[config.mk]
export PLATFORM = sky130hd
export DESIGN_NAME = ref_clk_training_ctrl
export DESIGN_NICKNAME = d
export VERILOG_FILES = /design/src/rtl/ref_clk_training_ctrl.sv
export SDC_FILE = /design/constraint.sdc
export NUM_CORES = 1
export LEC_CHECK = 0
export ABC_AREA = 1
export CORE_MARGIN = 4
export CORE_UTILIZATION = 55
export DETAILED_ROUTE_END_ITERATION = 6
export PLACE_DENSITY = 0.87
export SETUP_SLACK_MARGIN = 0.1
export SYNTH_ARGS = -nofsm -noshare
export SYNTH_HDL_FRONTEND = slang
export SYNTH_SLANG_ARGS = --single-unit
export TNS_END_PERCENT = 5
[constraint.sdc]
create_clock -name FAB_CLK -period 4.1 [get_ports FAB_CLK]
set_clock_uncertainty 0.05 [all_clocks]
set_input_delay 0.82 -clock FAB_CLK [delete_from_list [all_inputs] [get_ports FAB_CLK]]
set_output_delay 0.82 -clock FAB_CLK [all_outputs]
set_load 0.1 [all_outputs]
[src/rtl/ref_clk_training_ctrl.sv]
// Multi-lane IOD delay-line training controller: per-lane sweep to the first RX change, then back off.
// Optional eye-monitor edge criterion is compiled in with `define REF_CLK_TRAIN_EYE_MON_EN.

module ref_clk_training_lane (
  input  logic sel,
  input  logic load_req,
  input  logic move_req,
  input  logic dir_req,
  input  logic clr_req,
  output logic load,
  output logic move,
  output logic dir,
  output logic clr
);
  assign load = sel & load_req;
  assign move = sel & move_req;
  assign dir  = sel & dir_req;
  assign clr  = sel & clr_req;
endmodule

module ref_clk_training_ctrl #(
  parameter int NUM_LANES     = 4,
  parameter int RX_W          = 8,
  parameter int TAP_W         = 8,
  parameter int MAX_TAPS      = 127,
  parameter int SETTLE_CYCLES = 8,
  parameter int SAMPLES       = 4,
  parameter int BACKOFF       = 16
) (
  input  logic                       FAB_CLK,
  input  logic                       ARST_N,
  input  logic                       start,
  output logic                       busy,
  output logic                       done,
  output logic [NUM_LANES-1:0]       fail,
  output logic [TAP_W*NUM_LANES-1:0] edge_tap,
  input  logic [RX_W*NUM_LANES-1:0]  rx_data,
  output logic [NUM_LANES-1:0]       delay_line_load,
  output logic [NUM_LANES-1:0]       delay_line_move,
  output logic [NUM_LANES-1:0]       delay_line_direction,
  input  logic [NUM_LANES-1:0]       delay_line_out_of_range,
  input  logic [NUM_LANES-1:0]       eye_monitor_early,
  input  logic [NUM_LANES-1:0]       eye_monitor_late,
  output logic [NUM_LANES-1:0]       eye_monitor_clear_flags
);
  localparam int LW   = (NUM_LANES > 1) ? $clog2(NUM_LANES) : 1;
  localparam int CMAX = (SETTLE_CYCLES > SAMPLES) ? SETTLE_CYCLES : SAMPLES;
  localparam int CW   = $clog2(CMAX + 1);

  localparam logic [TAP_W-1:0] MAX_T       = TAP_W'(MAX_TAPS);
  localparam logic [TAP_W-1:0] BACK_T      = TAP_W'(BACKOFF);
  localparam logic [CW-1:0]    SETTLE_LAST = CW'(SETTLE_CYCLES - 1);
  localparam logic [CW-1:0]    SAMPLE_LAST = CW'(SAMPLES - 1);
  localparam logic [LW-1:0]    LAST_LANE   = LW'(NUM_LANES - 1);

  localparam logic [3:0] S_IDLE    = 4'd0;
  localparam logic [3:0] S_LOAD    = 4'd1;
  localparam logic [3:0] S_SETTLE  = 4'd2;
  localparam logic [3:0] S_SAMPLE  = 4'd3;
  localparam logic [3:0] S_MOVE    = 4'd4;
  localparam logic [3:0] S_BACK    = 4'd5;
  localparam logic [3:0] S_BSETTLE = 4'd6;
  localparam logic [3:0] S_NEXT    = 4'd7;
  localparam logic [3:0] S_DONE    = 4'd8;

  logic [3:0]       state;
  logic [LW-1:0]    lane;
  logic [TAP_W-1:0] tap, back_left;
  logic [CW-1:0]    cnt;
  logic             hit;
  logic [RX_W-1:0]  ref_word;

  logic [NUM_LANES-1:0][RX_W-1:0]  rx_w;
  logic [NUM_LANES-1:0][TAP_W-1:0] edge_q;
  assign rx_w     = rx_data;
  assign edge_tap = edge_q;

  logic [RX_W-1:0] word;
  logic            oor, eye_hit, mis;
  logic            load_req, move_req, dir_req, clr_req;

  assign word = rx_w[lane];
  assign oor  = delay_line_out_of_range[lane];

`ifdef REF_CLK_TRAIN_EYE_MON_EN
  assign eye_hit = eye_monitor_early[lane] | eye_monitor_late[lane];
  // Flags are cleared at the first SETTLE cycle so they only reflect the current tap.
  assign clr_req = (state == S_SETTLE) && (cnt == '0);
`else
  logic unused_eye;
  assign unused_eye = ^{eye_monitor_early, eye_monitor_late};
  assign eye_hit    = 1'b0;
  assign clr_req    = 1'b0;
`endif

  // Tap 0 only establishes the reference; edges count from tap 1 upward.
  assign mis      = (tap != '0) && ((word != ref_word) || eye_hit);
  assign load_req = (state == S_LOAD);
  assign dir_req  = (state == S_MOVE) && (tap != MAX_T);
  assign move_req = dir_req || ((state == S_BACK) && (back_left != '0));

  for (genvar i = 0; i < NUM_LANES; i++) begin : g_lane
    ref_clk_training_lane u_lane (
      .sel      (lane == LW'(i)),
      .load_req (load_req),
      .move_req (move_req),
      .dir_req  (dir_req),
      .clr_req  (clr_req),
      .load     (delay_line_load[i]),
      .move     (delay_line_move[i]),
      .dir      (delay_line_direction[i]),
      .clr      (eye_monitor_clear_flags[i])
    );
  end

  always_ff @(posedge FAB_CLK or negedge ARST_N) begin
    if (!ARST_N) begin
      state     <= S_IDLE;
      lane      <= '0;
      tap       <= '0;
      back_left <= '0;
      cnt       <= '0;
      hit       <= 1'b0;
      ref_word  <= '0;
      busy      <= 1'b0;
      done      <= 1'b0;
      fail      <= '0;
      edge_q    <= '0;
    end else begin
      case (state)
        S_IDLE: if (start) begin
          lane   <= '0;
          busy   <= 1'b1;
          done   <= 1'b0;
          fail   <= '0;
          edge_q <= '0;
          state  <= S_LOAD;
        end
        S_LOAD: begin
          tap   <= '0;
          cnt   <= '0;
          hit   <= 1'b0;
          state <= S_SETTLE;
        end
        S_SETTLE: begin
          if (oor) begin
            fail[lane]   <= 1'b1;
            edge_q[lane] <= tap;
            state        <= S_NEXT;
          end else if (cnt == SETTLE_LAST) begin
            cnt   <= '0;
            hit   <= 1'b0;
            state <= S_SAMPLE;
          end else begin
            cnt <= cnt + 1'b1;
          end
        end
        S_SAMPLE: begin
          if (oor) begin
            fail[lane]   <= 1'b1;
            edge_q[lane] <= tap;
            state        <= S_NEXT;
          end else begin
            if ((tap == '0) && (cnt == '0)) ref_word <= word;
            if (cnt == SAMPLE_LAST) begin
              cnt <= '0;
              if (hit || mis) begin
                back_left <= (tap < BACK_T) ? tap : BACK_T;
                state     <= S_BACK;
              end else begin
                state <= S_MOVE;
              end
            end else begin
              cnt <= cnt + 1'b1;
              hit <= hit | mis;
            end
          end
        end
        S_MOVE: begin
          if (tap == MAX_T) begin
            fail[lane]   <= 1'b1;
            edge_q[lane] <= tap;
            state        <= S_NEXT;
          end else begin
            tap   <= tap + 1'b1;
            cnt   <= '0;
            state <= S_SETTLE;
          end
        end
        S_BACK: begin
          if (back_left == '0) begin
            edge_q[lane] <= tap;
            state        <= S_NEXT;
          end else begin
            back_left <= back_left - 1'b1;
            tap       <= tap - 1'b1;
            cnt       <= '0;
            state     <= S_BSETTLE;
          end
        end
        S_BSETTLE: begin
          if (cnt == SETTLE_LAST) begin
            cnt   <= '0;
            state <= S_BACK;
          end else begin
            cnt <= cnt + 1'b1;
          end
        end
        S_NEXT: begin
          if (lane == LAST_LANE) begin
            state <= S_DONE;
          end else begin
            lane  <= lane + 1'b1;
            state <= S_LOAD;
          end
        end
        S_DONE: begin
          busy  <= 1'b0;
          done  <= 1'b1;
          state <= S_IDLE;
        end
        default: state <= S_IDLE;
      endcase
    end
  end
endmodule

==> flow_metrics.env <==
export IMPL_run_status="finished clean"
export IMPL_hold_viol=0
export IMPL_drtIter0Drc=248
export IMPL_dieArea_mm2=0.00948
export IMPL_crit_chain="inv_1 > nand2_2 > nor2_1 > nand2_2 > inv_2 > nand2_1 > nand2_1 > nor2_1 > inv_1 > nor2_1 > buf_4"
export IMPL_synthXorXnorAreaFrac_pct=0.997
export IMPL_final_core_util_pct=70.2
export IMPL_cts_sinks=73
export IMPL_fin_crit_sh_pct=88.3
export IMPL_path_common_cell="nor2_1"
export IMPL_portBuffers=88
export IMPL_synth_compound_area_share_pct=8.66
export IMPL_required_ps=3230
export IMPL_synth_top_family_by_area="simple AND/OR/NAND/NOR gates"
export IMPL_drc=0
export IMPL_power_leakage_uw=0.00273
export IMPL_multi_input_area_mm2=0.00217
export IMPL_cts_root_buf="clkbuf_8"
export IMPL_p_sw_uw=2660
export IMPL_ir_drop_mv=0.267
export IMPL_pwr_share_comb_pct=62.2
export IMPL_yosys_area_share_adder_pct=4.16
export IMPL_netlist_area_mm2=0.00439
export IMPL_synth_seq_cells=73
export IMPL_fp_dieH_um=97.4
export IMPL_synth_area_per_cell_um2=7.14
export IMPL_period_needed_ps=3620
export IMPL_routed_via_density=5.45
export IMPL_cts_setup_buffers=0
export IMPL_totalPowerFinal_uw=4650
export IMPL_cts_buffers=9
export IMPL_clk_latency_ps=360
export IMPL_n_fill_cell=580
export IMPL_p_per_area_mw_per_mm2=857
export IMPL_grt_pass1_wl_mm=18.8
export IMPL_cp_arrival_ps=2750
export IMPL_grt_max_degree=39
export IMPL_cts_hold_fix_buffers=0
export IMPL_yosys_warnings=0
export IMPL_cpPeakStageDelay_ps=380
export IMPL_cellInternalPower_uw=1980
export IMPL_vias=4358
export IMPL_power_frac_seq_pct=25.1
export IMPL_layout_drive_gt1_share_pct=6.89
export IMPL_setup_viol=0
export IMPL_swShare_pct=57.3
export IMPL_rsz0062_at_grt="no"
export IMPL_cts_buffer_depth=2
export IMPL_end_kind="primary output"
export IMPL_clock_fmax_ghz=0.276
export IMPL_relSlewSlack_pct=34.0
export IMPL_synth_cell_type_count=36
export IMPL_area_delta_synth_final_pct=23.5
export IMPL_synthSimpleGateAreaFrac_pct=35.3
export IMPL_layout_nets=753
export IMPL_regArea_mm2=0.00183
export IMPL_tns_ps=0
export IMPL_syn_instance_count=615
export IMPL_routedWlPerCell_um=14.2
export IMPL_maxCapViolCount=0
export IMPL_firstDrtPassIters=5
export IMPL_rows=32
export IMPL_muxShareOfSynthArea_pct=0
export IMPL_clockPowerShare_pct=12.6
export IMPL_ios=101
export IMPL_yosysSeqAreaShare_pct=41.6
export IMPL_slew_violations=0
export IMPL_crit_fanout=12
export IMPL_place_gp_congestion=0.863
export IMPL_clkTransAtPathRegs_ps=80
export IMPL_antenna_found_initial=0
export IMPL_grt_pass1_vias=4154
export IMPL_gr_total_overflow=0
export IMPL_h_tree_depth=3
export IMPL_cts_resized_gates=0
export IMPL_finalWirelength_mm=11.3
export IMPL_diodes=0
export IMPL_worstMarginPinSlew_ps=987
export IMPL_hold_ws_ps=429
export IMPL_hpwlAfterDp_mm=8.39
export IMPL_start_kind="register"
export IMPL_grtUsageTotal_pct=23.9
export IMPL_cts_tree="yes"
export IMPL_initial_core_util_pct=56.8
export IMPL_hp_class="register to register"
export IMPL_crit_type="register to primary output"
export IMPL_critPathSlowestCell="dfrtp_1"
export IMPL_die_x_um=97.4
export IMPL_core_mm2=0.00773
export IMPL_ant_nets=0
[synth_stat cells, drive strengths merged]
master	n	share of area (%)
nand3b	1	0.17
a31oi	3	0.43
a21oi	17	1.9
o211ai	1	0.17
ha	13	3.7
o31ai	1	0.17
nand3	65	7.5
or2	2	0.28
o22ai	8	1.1
nor4	3	0.43
xor2	1	0.20
o311ai	1	0.20
xnor2	4	0.80
nor3	8	1.2
dfrtp	73	42
inv	62	5.3
conb	1	0.085
nor4b	1	0.54
nand2	219	19
fa	1	0.46
a21o	1	0.17
o21bai	1	0.17
nor2	62	5.8
o21ai	36	4.3
nand4	3	0.43
clkbuf	4	0.34
buf	23	3.6
[kinds of logic after synthesis]
logic type | Yosys count
and+or+nand+nor | 364
buffers and inverters | 89
DFF | 73
AOI/OAI and AO/OA | 69
adders and majority gates | 14
xor gates and xnor gates | 5
other | 1
[layout make-up]
type	instances	share of cell area [%]
clock buffer	10	2.54
clock inverter	6	1.22
timing repair buffer	90	15.9
sequential	73	33.7
inverter	62	4.29
tap	102	2.35
multi-input combinational	456	40.0
[metrics by stage]
stage / area [µm²] / std cells / setup WS (ps)
floorplan: 4400 / 618 / 1430
global placement: 5220 / 783 / 997
finish: 5420 / 799 / 479
CTS: 5420 / 799 / 501
global route: 5420 / 799 / 337
detailed placement: 5220 / 783 / 889
[state kept, by name, indices dropped and copies added, names as in the netlist]
signal,flops
fail,4
edge_tap,32
back_left,8
ref_word,8
cnt,4
lane,2
tap,8
done,1
hit,1
busy,1
state,4
[layout by cell type, fill, tap and decap left out, types with 3 or more instances in the layout]
| cell | Yosys | layout |
|---|---|---|
| nand2_1 | 215 | 215 |
| clkdlybuf4s50_1 | 0 | 75 |
| dfrtp_1 | 73 | 73 |
| nand3_1 | 64 | 64 |
| inv_1 | 59 | 59 |
| nor2_1 | 59 | 59 |
| o21ai_0 | 26 | 26 |
| a21oi_1 | 17 | 17 |
| buf_4 | 17 | 14 |
| ha_1 | 13 | 13 |
| clkbuf_8 | 0 | 10 |
| o22ai_1 | 8 | 8 |
| o21ai_1 | 8 | 8 |
| nor3_1 | 7 | 7 |
| nand2_2 | 4 | 4 |
| xnor2_1 | 4 | 4 |
| conb_1 | 1 | 4 |
| inv_2 | 3 | 3 |
| nand4_1 | 3 | 3 |
| nor4_1 | 3 | 3 |
| nor2_4 | 3 | 3 |
| a31oi_1 | 3 | 3 |
| clkinvlp_4 | 0 | 3 |
[worst paths after layout]
kind,to,cells after the start,from,slack (ps)
worst max-delay path,delay_line_move[2],11,state[3]$_DFFE_PN0P_,480
worst min-delay path,back_left[1]$_DFFE_PN0P_,2,back_left[1]$_DFFE_PN0P_,430
worst max register to register,back_left[6]$_DFFE_PN0P_,9,lane[0]$_DFFE_PN0P_,1190
worst min register to register,back_left[1]$_DFFE_PN0P_,2,back_left[1]$_DFFE_PN0P_,430
max in group asynchronous,fail[3]$_DFFE_PN0P_,2,ARST_N,2710
min in group asynchronous,edge_tap[2]$_DFFE_PN0P_,1,ARST_N,510
[power groups by stage]
stage | sequential, µW | clock, µW | combinational, µW
after detailed placement | 1170 | 0 | 2870
after global placement | 1160 | 0 | 2800
final | 1170 | 587 | 2890
after CTS | 1160 | 589 | 2880
after global routing | 1200 | 630 | 3160
after floorplan | 1710 | 0 | 1700
[metal layers]
metal  GRT usage (%)  up-vias  wire, µm
met1            28.4     2003      4410
li1                -     2109         -
met4            8.73        0       280
met3            4.52       31      1020
met5               0        -         0
met2            42.8      215      5620
[critical path: cells and delay by family (launching register included)]
kind	cells	cell delay, ps
simple gates	7	1210
flops	1	380
buf+inv	4	800
Power figures use the tool's default switching activity.
